### config.mk
export PLATFORM = sky130hd
export DESIGN_NAME = pc_run_ctrl
export DESIGN_NICKNAME = d
export VERILOG_FILES = /design/src/rtl/pc_run_ctrl_pkg.sv /design/src/rtl/pc_run_ctrl_sat_counter.sv /design/src/rtl/pc_run_ctrl.sv
export SDC_FILE = /design/constraint.sdc
export NUM_CORES = 1
export LEC_CHECK = 0
export CAP_MARGIN = 20
export CORE_MARGIN = 2
export CORE_UTILIZATION = 30
export CTS_CLUSTER_SIZE = 16
export DETAILED_ROUTE_END_ITERATION = 10
export SYNTH_ARGS = -nofsm -noshare
export SYNTH_HDL_FRONTEND = slang
export SYNTH_HIERARCHICAL = 1
export SYNTH_SLANG_ARGS = --single-unit
export TNS_END_PERCENT = 10
### constraint.sdc
create_clock -name i_clk -period 2.9 [get_ports i_clk]
set_input_delay 0.435 -clock i_clk [delete_from_list [all_inputs] [get_ports i_clk]]
set_output_delay 0.435 -clock i_clk [all_outputs]
set_load 0.005 [all_outputs]
### src/rtl/pc_run_ctrl_pkg.sv
// pc_run_ctrl_pkg: state encodings, default sizes and helpers shared by the run-control sequencer.
package pc_run_ctrl_pkg;
    localparam int BITS_FOR_STATE_PC_RUN_CTRL = 3;
    localparam int DEFAULT_PC_SIZE = 32;
    localparam int DEFAULT_CYCLE_CNT_SIZE = 32;
    localparam int DEFAULT_DRAIN_CYCLES = 4;
    localparam logic CLEAR = 1'b0;

    typedef enum logic [BITS_FOR_STATE_PC_RUN_CTRL-1:0] {
        IDLE      = 3'd0,
        RUN       = 3'd1,
        STEP_ARM  = 3'd2,
        STEP_EXEC = 3'd3,
        DRAIN     = 3'd4,
        END       = 3'd5
    } state_t;

    function automatic logic is_enabled(input state_t s);
        return s == RUN || s == STEP_EXEC || s == DRAIN;
    endfunction
endpackage

### src/rtl/pc_run_ctrl_sat_counter.sv
// pc_run_ctrl_sat_counter: clearable up-counter that sticks at all-ones instead of wrapping.
module pc_run_ctrl_sat_counter #(
    parameter int WIDTH = 32
) (
    input  logic             clk,
    input  logic             rst_n,
    input  logic             clr,
    input  logic             inc,
    output logic [WIDTH-1:0] count
);
    always_ff @(posedge clk or negedge rst_n) begin
        if (!rst_n) count <= '0;
        else if (clr) count <= '0;
        else if (inc && count != '1) count <= count + WIDTH'(1);
    end
endmodule

### src/rtl/pc_run_ctrl.sv
// pc_run_ctrl: debug run/step sequencer driving PC start, pipeline enable and PC hold.
// Define PC_RUN_CTRL_BREAKPOINT_EN to add a PC breakpoint that pauses continuous run.
module pc_run_ctrl
    import pc_run_ctrl_pkg::*;
#(
    parameter int PC_SIZE        = DEFAULT_PC_SIZE,
    parameter int CYCLE_CNT_SIZE = DEFAULT_CYCLE_CNT_SIZE,
    parameter int DRAIN_CYCLES   = DEFAULT_DRAIN_CYCLES
) (
    input  logic                      i_clk,
    input  logic                      i_reset,
    input  logic                      i_cmd_run,
    input  logic                      i_cmd_step,
    input  logic                      i_cmd_abort,
    input  logic                      i_halt,
    input  logic                      i_stall,
    input  logic [PC_SIZE-1:0]        i_pc,
`ifdef PC_RUN_CTRL_BREAKPOINT_EN
    input  logic [PC_SIZE-1:0]        i_bp_addr,
    input  logic                      i_bp_valid,
    output logic                      o_bp_hit,
`endif
    output logic                      o_start,
    output logic                      o_enable,
    output logic                      o_not_load,
    output logic                      o_busy,
    output logic                      o_done,
    output logic [CYCLE_CNT_SIZE-1:0] o_cycles,
    output logic [BITS_FOR_STATE_PC_RUN_CTRL-1:0] o_state
);
    localparam int DW = DRAIN_CYCLES > 1 ? $clog2(DRAIN_CYCLES) : 1;

    state_t state, nxt;
    logic [DW-1:0] drain_cnt;
    logic bp_match;

`ifdef PC_RUN_CTRL_BREAKPOINT_EN
    logic bp_take, bp_block;
    logic [PC_SIZE-1:0] bp_pc;
    // A hit is masked while the PC still sits on the address that last fired.
    assign bp_match = i_bp_valid && i_pc == i_bp_addr && !(bp_block && i_pc == bp_pc);
    assign bp_take  = state == RUN && bp_match && !i_halt && !i_cmd_abort;
    always_ff @(posedge i_clk or negedge i_reset) begin
        if (!i_reset) begin
            bp_block <= CLEAR;
            bp_pc    <= '0;
            o_bp_hit <= CLEAR;
        end else begin
            o_bp_hit <= bp_take;
            if (bp_take) begin
                bp_block <= 1'b1;
                bp_pc    <= i_pc;
            end else if (i_pc != bp_pc) bp_block <= 1'b0;
        end
    end
`else
    logic unused_pc;
    assign bp_match  = 1'b0;
    assign unused_pc = ^i_pc;
`endif

    always_comb begin
        nxt = state;
        case (state)
            IDLE:      nxt = i_cmd_run ? RUN : i_cmd_step ? STEP_ARM : IDLE;
            RUN:       nxt = i_halt ? DRAIN : bp_match ? STEP_ARM : i_cmd_run ? RUN : i_cmd_step ? STEP_ARM : RUN;
            STEP_ARM:  nxt = i_cmd_run ? RUN : i_cmd_step ? STEP_EXEC : STEP_ARM;
            STEP_EXEC: nxt = i_halt ? DRAIN : STEP_ARM;
            DRAIN:     nxt = drain_cnt == '0 ? END : DRAIN;
            END:       nxt = END;
            default:   nxt = IDLE;
        endcase
        if (i_cmd_abort) nxt = IDLE;
    end

    always_ff @(posedge i_clk or negedge i_reset) begin
        if (!i_reset) begin
            state     <= IDLE;
            drain_cnt <= '0;
            o_start   <= CLEAR;
            o_enable  <= CLEAR;
            o_busy    <= CLEAR;
            o_done    <= CLEAR;
        end else begin
            state     <= nxt;
            drain_cnt <= (nxt == DRAIN && state != DRAIN) ? DW'(DRAIN_CYCLES - 1) :
                         (state == DRAIN && drain_cnt != '0) ? drain_cnt - DW'(1) : drain_cnt;
            o_start   <= state == IDLE && nxt != IDLE;
            o_enable  <= is_enabled(nxt);
            o_busy    <= nxt != IDLE && nxt != END;
            o_done    <= nxt == END;
        end
    end

    pc_run_ctrl_sat_counter #(.WIDTH(CYCLE_CNT_SIZE)) u_cycles (
        .clk   (i_clk),
        .rst_n (i_reset),
        .clr   (state == IDLE && nxt != IDLE),
        .inc   (is_enabled(state)),
        .count (o_cycles)
    );

    assign o_not_load = i_stall && (state == RUN || state == STEP_EXEC);
    assign o_state    = state;
endmodule

==> impl_metrics.toml, run 1 <==
[sta]
grt_setup_unrepaired = "false"
min_period_ns = 2.44
setup_tns_ns = 0
fmax_mhz = 410
setup_slack_ns = 0.461
setup_violations = 0
skew_ns = 0.00587
period_share_pct = 84.1
slew_headroom_pct = 38.4
worst_slew_pin_slew_ns = 0.923
slew_viol_final = 0
hold_viol = 0

[floorplanning]
die_x_um = 92.4
rows = 32
core_um2 = 7650
die_h_um = 92.4
dieArea_um2 = 8540
ios = 79
start_util_pct = 30.7

[placement]
gp_congestion = 0.762
dp_slack_ns = 0.275
port_buffers = 46
place_area_um2 = 2950
dp_hpwl_um = 3800

[synthesis]
synth_top_area_share_pct = 43.8
avgSynthCellArea_um2 = 9.53
synth_fa_ha_area_share_pct = 1.07
synth_mux_area_share_pct = 4.86
ys_seq_elements = 41
synth_cell_type_count = 52
synthArstFlopShare_pct = 100
synth_top_family_by_area = "simple AND/OR/NAND/NOR gates"
synth_edf_count = 0
synth_area_leaders = "dfrtp_1, nor2_1, xnor2_1, a21oi_1, nand3_1"
synthCells = 246
synth_flop_cell = "dfrtp_1"
synth_common_cells = "dfrtp_1, nor2_1, a21oi_1, nand2_1, nand3_1"
yosysTopAreaCell = "dfrtp_1"
synth_compound_area_share_pct = 13.1
synth_xor_area_share_pct = 4.86
yosysSeqAreaShare_pct = 43.8
yosys_warnings = 6
syn-num-nets = 287
netlist_area_um2 = 2340
synth.most_common_cell = "dfrtp_1"
yosys.area_share.simple_pct = 29.0

[global_routing]
grt_max_degree = 42
grt_pass1_wl_um = 9140
antenna_found_initial = 0
groute.usage.overall_pct = 13.3
grt_overflow_total = 0
grt_pass1_vias = 1863

[min_path]
worst_hold_path_type = "in2async"

[worst_setup_path]
worstSetupPathType = "reg2reg"
endpoint_kind = "flop"
cp_cell_sequence = "nand2b_1 > mux2i_1 > and3_1 > nand4_1 > a21o_1 > buf_4 > nor3_1 > mux2_2"
reg2reg_depth = 8
crit_path_max_incr_delay_ns = 0.38
required_ns = 3.07
startpoint_type = "flop"
ff2ff_setup_slack_ns = 0.46
path_depth = 8
cp_max_fo = 10
crit_arrival_ns = 2.61
cpMaxStageDelayCell = "dfrtp_1"
crit_buf_inv = 1
critPathTopFamily = "simple AND/OR/NAND/NOR gates"

[power]
swShare_pct = 28.1
p_total_w = 0.00132
p_switching_w = 0.000372
total_leakage_power_nw = 1.23
p_int_w = 0.000952
p_seq_share_pct = 49.3
power_per_cell_area_nw_per_um2 = 436
power_frac_comb_pct = 22.2
clockPowerShare_pct = 28.5
max-vdd-ir-drop_uv = 165

[drt]
routed_wl_um = 5360
firstDrtPassIters = 4
drc = 0
viasPerCell = 4.96
ant_nets = 0
wire_per_inst_um = 13.4
dr_total_vias = 1980
drt_iter0_drc = 84

[cts]
htree_levels = 2
clock-root-buffer = "clkbuf_8"
tritoncts = "done"
hold_buffers = 0
insertion_delay_ns = 0.29
cts.sinks = 41
cts_buffers = 5
cts-resized-gates = 0
post_cts_buffers = 0
clockBufferDepth = 2
clk_pin_slew_ns = 0.08

[outcome]
status = "complete, no violations"

[final_layout]
ff_latch_area_um2 = 1030
drive_gt1_share_pct = 10.8
num-fill-cells = 753
areaGrowthSynthToFinish_pct = 29.5
fin_area_um2 = 3040
diodes = 0
multi_input_area_um2 = 1240
layout.nets = 338

[job]
cap_viol_max_count = 0
## flip-flops by register name, indices dropped and copies added, names as in the netlist
name / cells
u_cycles/count: 32
o_state: 3
drain_cnt: 2
o_busy: 1
o_done: 1
o_enable: 1
o_start: 1
## area by class of cell
type / count / share of cell area (%)
Clock buffer: 7 / 2.84
Inverter: 9 / 1.11
Multi-Input combinational cell: 187 / 40.9
Sequential cell: 41 / 33.8
Tap cell: 102 / 4.20
Timing Repair Buffer: 53 / 17.1
## routing by layer
layer	global-route usage [%]	vias up	share of wire [%]
met5	0	-	0
met2	20.4	32	45
met1	18.4	953	50
met4	4.10	0	1.3
li1	-	989	-
met3	3.25	6	3.5
## kinds of logic after synthesis
kind of cell | Yosys count
adder cells (fa/ha/maj) | 2
XOR/XNOR | 13
AO/OA/AOI/OAI | 43
flip-flops | 41
multiplexers | 10
AND/OR/NAND/NOR | 119
buffers and inverters | 18
## worst paths after layout
kind / startpoint / to
max: o_state[1] / u_cycles/count[19]
min: i_reset / u_cycles/count[28]
max reg2reg: o_state[1] / u_cycles/count[19]
min reg2reg: drain_cnt[1] / drain_cnt[1]
max in group asynchronous: i_reset / u_cycles/count[20]
min in group i_clk: drain_cnt[1] / drain_cnt[1]
## cells in the final DEF, fill, tap and decap left out, drive strengths merged, types with 2 or more instances in the layout
cell type	instances
mux2i	2
o21bai	2
nor2	31
and2	4
a21oi	14
o21ai	6
clkbuf	7
and3	8
xnor2	10
xor2	3
nand2	14
or3	8
a21o	3
buf	8
dfrtp	41
o31ai	3
ha	2
a31oi	2
nand4	7
a211oi	5
clkdlybuf4s50	45
nor4	7
nand2b	4
a31o	2
or2	2
inv	9
nand3	13
or4	3
nor3	5
nor2b	7
mux2	8
## power groups by stage
| stage | Clock, W | Sequential, W | Combinational, W |
|---|---|---|---|
| detailed placement | 0 | 0.000664 | 0.000300 |
| global placement | 0 | 0.000663 | 0.000296 |
| finish | 0.000378 | 0.000652 | 0.000294 |
| floorplan | 0 | 0.000664 | 0.000162 |
| global route | 0.000410 | 0.000663 | 0.000331 |
| CTS | 0.000389 | 0.000653 | 0.000300 |
## per-stage QoR
stage	cells	hold slack [ns]	util [%]
3_5_place_dp	392	0.481	38.6
5_1_grt	399	0.366	39.7
2_1_floorplan	246	0.139	-
6_report	399	0.281	39.7
4_1_cts	399	0.315	39.7
3_3_place_gp	392	0.472	38.6
Power figures use the tool's default switching activity.
==> inputs of run 2 (changes only) <==
Clock period 2.9 ns to 2.2 ns, I/O delays scaled along.
==> impl_metrics.toml, run 2 (same netlist as run 1, synthesis figures left out) <==
[floorplanning]
die_h_um = 92.4
core_um2 = 7650
start_util_pct = 30.7
rows = 32
dieArea_um2 = 8540
ios = 79
die_x_um = 92.4

[worst_setup_path]
worstSetupPathType = "reg2reg"
crit_arrival_ns = 2.28
endpoint_kind = "flop"
cp_max_fo = 11
startpoint_type = "flop"
required_ns = 2.37

[power]
p_seq_share_pct = 44.5
power_frac_comb_pct = 22.9
max-vdd-ir-drop_uv = 356
p_switching_w = 0.000525
power_per_cell_area_nw_per_um2 = 600
swShare_pct = 27.0
p_int_w = 0.00142
total_leakage_power_nw = 1.35
clockPowerShare_pct = 32.6

[drt]
drt_iter0_drc = 91
drc = 0
dr_total_vias = 2070
firstDrtPassIters = 4
ant_nets = 0
viasPerCell = 4.93
routed_wl_um = 5690
wire_per_inst_um = 13.5

[final_layout]
drive_gt1_share_pct = 18.2
fin_area_um2 = 3240
largest_register_ffs = 32
postLayoutCoreUtil_pct = 42.4
areaGrowthSynthToFinish_pct = 38.2
diodes = 0
layout.nets = 358
ff_latch_area_um2 = 1030
multi_input_area_um2 = 1260
num-fill-cells = 740
top_register = "u_cycles/count"
final_cell_mix = "clkdlybuf4s50_1, dfrtp_1, nor2_1, buf_4, nand2_1"
final_common_cell = "clkdlybuf4s50_1"

[global_routing]
grt_overflow_total = 0
groute.usage.overall_pct = 13.9
antenna_found_initial = 0
grt_pass1_vias = 2055
gr-usage-met1_pct = 18.9
busiest_layer = "met2"
grt_pass1_wl_um = 9630
met2_usage_pct = 22.6
met3_usage_pct = 2.69
grt_max_degree = 42

[cts]
clockBufferDepth = 2
cts-resized-gates = 0
tritoncts = "done"
cts.sinks = 41
clk_pin_slew_ns = 0.08
hold_buffers = 0
htree_levels = 2
insertion_delay_ns = 0.29
post_cts_buffers = 0
clock-root-buffer = "clkbuf_8"
cts_buffers = 5

[placement]
port_buffers = 46
place_area_um2 = 3090
gp_congestion = 0.808
dp_hpwl_um = 4140

[sta]
min_period_ns = 2.11
worst_slew_pin_slew_ns = 0.537
slew_headroom_pct = 64.2
whs_ns = 0.0886
slew_viol_final = 0
setup_violations = 0
skew_ns = 0.0104
period_share_pct = 95.9
hold_viol = 0
grt_setup_unrepaired = "true"
fmax_mhz = 474

[min_path]
worst_hold_path_type = "in2async"

[outcome]
status = "complete, no violations"

[job]
cap_viol_max_count = 0
[run 2: cell types whose count changed in the layout (fill, tap and decap cells not counted), sizes merged]
cell and change:
buf +20, bufinv +1, clkbuf -1, clkinvlp +1
[run 2: area by class of cell]
type | count | area share [%]
inverter | 9 | 1.04
sequential | 41 | 31.7
clock inverter | 2 | 1.16
tap | 102 | 3.94
clock buffer | 6 | 2.55
multi-input combinational | 187 | 39.0
timing repair buffer | 73 | 20.7
[run 2: final timing paths]
check | cells past startpoint | slack (ns) | endpoint | start
worst min-delay path | 2 | 0.09 | o_start | i_reset
worst max-delay path | 7 | 0.09 | u_cycles/count[29] | o_state[1]
worst min register to register | 2 | 0.52 | drain_cnt[1] | drain_cnt[1]
min in group i_clk | 2 | 0.52 | drain_cnt[1] | drain_cnt[1]
max in group asynchronous | 2 | 1.72 | u_cycles/count[23] | i_reset
worst max register to register | 7 | 0.09 | u_cycles/count[29] | o_state[1]
[run 2: metal layers]
| metal | wire length (µm) | vias up |
|---|---|---|
| li1 | - | 1021 |
| met1 | 2750 | 1001 |
| met2 | 2690 | 46 |
| met3 | 228 | 2 |
| met4 | 21 | 0 |
| met5 | 0 | - |
[run 2: per-stage QoR]
stage	setup TNS, ns	instances	total power [W]	worst slack (ns)
floorplan	0	246	0.00109	0.00715
CTS	0	420	0.00197	0.0202
finish	0	420	0.00194	0.0893
global route	-0.0173	420	0.00206	-0.0153
global placement	-0.842	412	0.00130	-0.104
detailed placement	-1.15	412	0.00132	-0.119
[run 2: worst max-delay path: stages, from the launching register on]
cell,delay [ns]
dfrtp_1,0.38
nand2b_1,0.15
mux2i_1,0.17
and3_1,0.22
nand4_1,0.14
a21o_4,0.26
nor4_1,0.30
mux2_2,0.38
[run 2: power by group through the flow]
| stage | Combinational, W | Clock [W] | Sequential [W] |
|---|---|---|---|
| finish | 0.000444 | 0.000634 | 0.000865 |
| global route | 0.000493 | 0.000688 | 0.000874 |
| global placement | 0.000425 | 0 | 0.000877 |
| floorplan | 0.000214 | 0 | 0.000875 |
| detailed placement | 0.000437 | 0 | 0.000880 |
| CTS | 0.000438 | 0.000664 | 0.000866 |
==> inputs of run 3 (changes only) <==
Settings changed: CORE_UTILIZATION 30 to 41, PLACE_DENSITY set to 0.76.
==> impl_metrics.toml, run 3 (same netlist as run 1, synthesis figures left out) <==
[placement]
gp_congestion = 0.822
dp_slack_ns = -0.166
dp_hpwl_um = 3890
port_buffers = 46
place_area_um2 = 3050

[worst_setup_path]
reg2reg_depth = 8
cp_max_fo = 11
ff2ff_setup_slack_ns = 0.14
cp_cell_sequence = "nand2b_1 > mux2i_1 > and3_1 > nand4_1 > a21o_4 > buf_4 > or3_1 > a21oi_1"
critPathTopFamily = "simple AND/OR/NAND/NOR gates"
cpMaxStageDelayCell = "dfrtp_1"
path_depth = 8
crit_buf_inv = 1
startpoint_type = "flop"
required_ns = 2.43
crit_path_max_incr_delay_ns = 0.38
endpoint_kind = "flop"
crit_arrival_ns = 2.29
worstSetupPathType = "reg2reg"

[sta]
skew_ns = 0.00591
setup_slack_ns = 0.137
period_share_pct = 93.8
whs_ns = 0.0200
setup_violations = 0
grt_setup_unrepaired = "true"
setup_tns_ns = 0
slew_headroom_pct = 62.2
slew_viol_final = 0
min_period_ns = 2.06
fmax_mhz = 485
worst_slew_pin_slew_ns = 0.567
hold_viol = 0

[global_routing]
groute.usage.overall_pct = 17.5
grt_max_degree = 27
grt_pass1_wl_um = 8710
grt_pass1_vias = 1843
grt_overflow_total = 0
antenna_found_initial = 0

[final_layout]
largest_register_ffs = 32
areaGrowthSynthToFinish_pct = 34.8
top_register = "u_cycles/count"
layout.nets = 356
fin_area_um2 = 3160
diodes = 0
final_cell_mix = "clkdlybuf4s50_1, dfrtp_1, nor2_1, buf_4"
drive_gt1_share_pct = 17.4
final_common_cell = "clkdlybuf4s50_1"

[drt]
dr_total_vias = 2049
routed_wl_um = 5330
drc = 0
drt_iter0_drc = 101
firstDrtPassIters = 4
ant_nets = 0
viasPerCell = 5.28
wire_per_inst_um = 13.7

[floorplanning]
ios = 79
rows = 27
core_um2 = 5510
dieArea_um2 = 6340
die_h_um = 79.6
start_util_pct = 42.6
die_x_um = 79.6

[cts]
clock-root-buffer = "clkbuf_8"
htree_levels = 2
clk_pin_slew_ns = 0.08
tritoncts = "done"
cts.sinks = 41
hold_buffers = 0
insertion_delay_ns = 0.30
cts_buffers = 5
clockBufferDepth = 2

[power]
total_leakage_power_nw = 1.32
max-vdd-ir-drop_uv = 279
power_per_cell_area_nw_per_um2 = 567

[outcome]
status = "complete, no violations"

[min_path]
worst_hold_path_type = "in2async"

[job]
cap_viol_max_count = 0
==> run 3: cell count changes in the layout (fill, tap and decap cells not counted), sizes merged <==
cell	previous run	this run
buf	28	26
clkinv	0	2
bufinv	1	0
clkbuf	6	5
==> run 3: worst paths after layout <==
kind / startpoint / end
max in group asynchronous: i_reset / u_cycles/count[29]
max reg2reg: o_state[1] / u_cycles/count[15]
min reg2reg: drain_cnt[1] / drain_cnt[1]
min in group i_clk: drain_cnt[1] / drain_cnt[1]
max: o_state[1] / u_cycles/count[15]
min: i_reset / u_cycles/count[16]
==> run 3: layer usage <==
metal	track usage [%]	vias to the layer above	wire, µm
li1	-	1018	-
met1	24.3	980	2500
met2	28.1	44	2550
met3	3.51	7	234
met4	4.14	0	48
met5	0	-	0
==> run 3: where the power goes <==
| group | switching, W | leakage, nW | internal (W) | total [W] |
|---|---|---|---|---|
| logic | 0.000206 | 0.722 | 0.000237 | 0.000443 |
| clock network | 0.000270 | 0.0439 | 0.000219 | 0.000489 |
| registers | 0.0000506 | 0.559 | 0.000811 | 0.000861 |
==> run 3: what timing repair did <==
| item | in CTS | in global routing |
|---|---|---|
| buffers inserted | 0 | 0 |
| endpoints found under the setup margin | 0 | 16 |
| gates resized for setup | 0 | 4 |
==> run 3: final cells by class <==
cell class	instances	area (µm²)
fill	510	2340
multi-input combinational	187	1270
sequential	41	1030
timing repair buffer	71	656
tap	72	90.1
clock buffer	5	68.8
inverter	9	33.8
clock inverter	3	17.5
==> run 3: worst register-to-register path, cell delays in order, from the launching register on <==
cell      delay (ns)
dfrtp_1         0.38
nand2b_1        0.15
mux2i_1         0.18
and3_1          0.20
nand4_1         0.15
a21o_4          0.27
buf_4           0.18
or3_1           0.34
a21oi_1         0.15
==> run 3: per-stage QoR <==
step	total power, W	utilization, %	std cells
2_1_floorplan	0.00109	-	246
3_3_place_gp	0.00130	55.4	380
3_5_place_dp	0.00132	55.4	380
4_1_cts	0.00180	57.0	388
5_1_grt	0.00190	57.4	388
6_report	0.00179	57.4	388
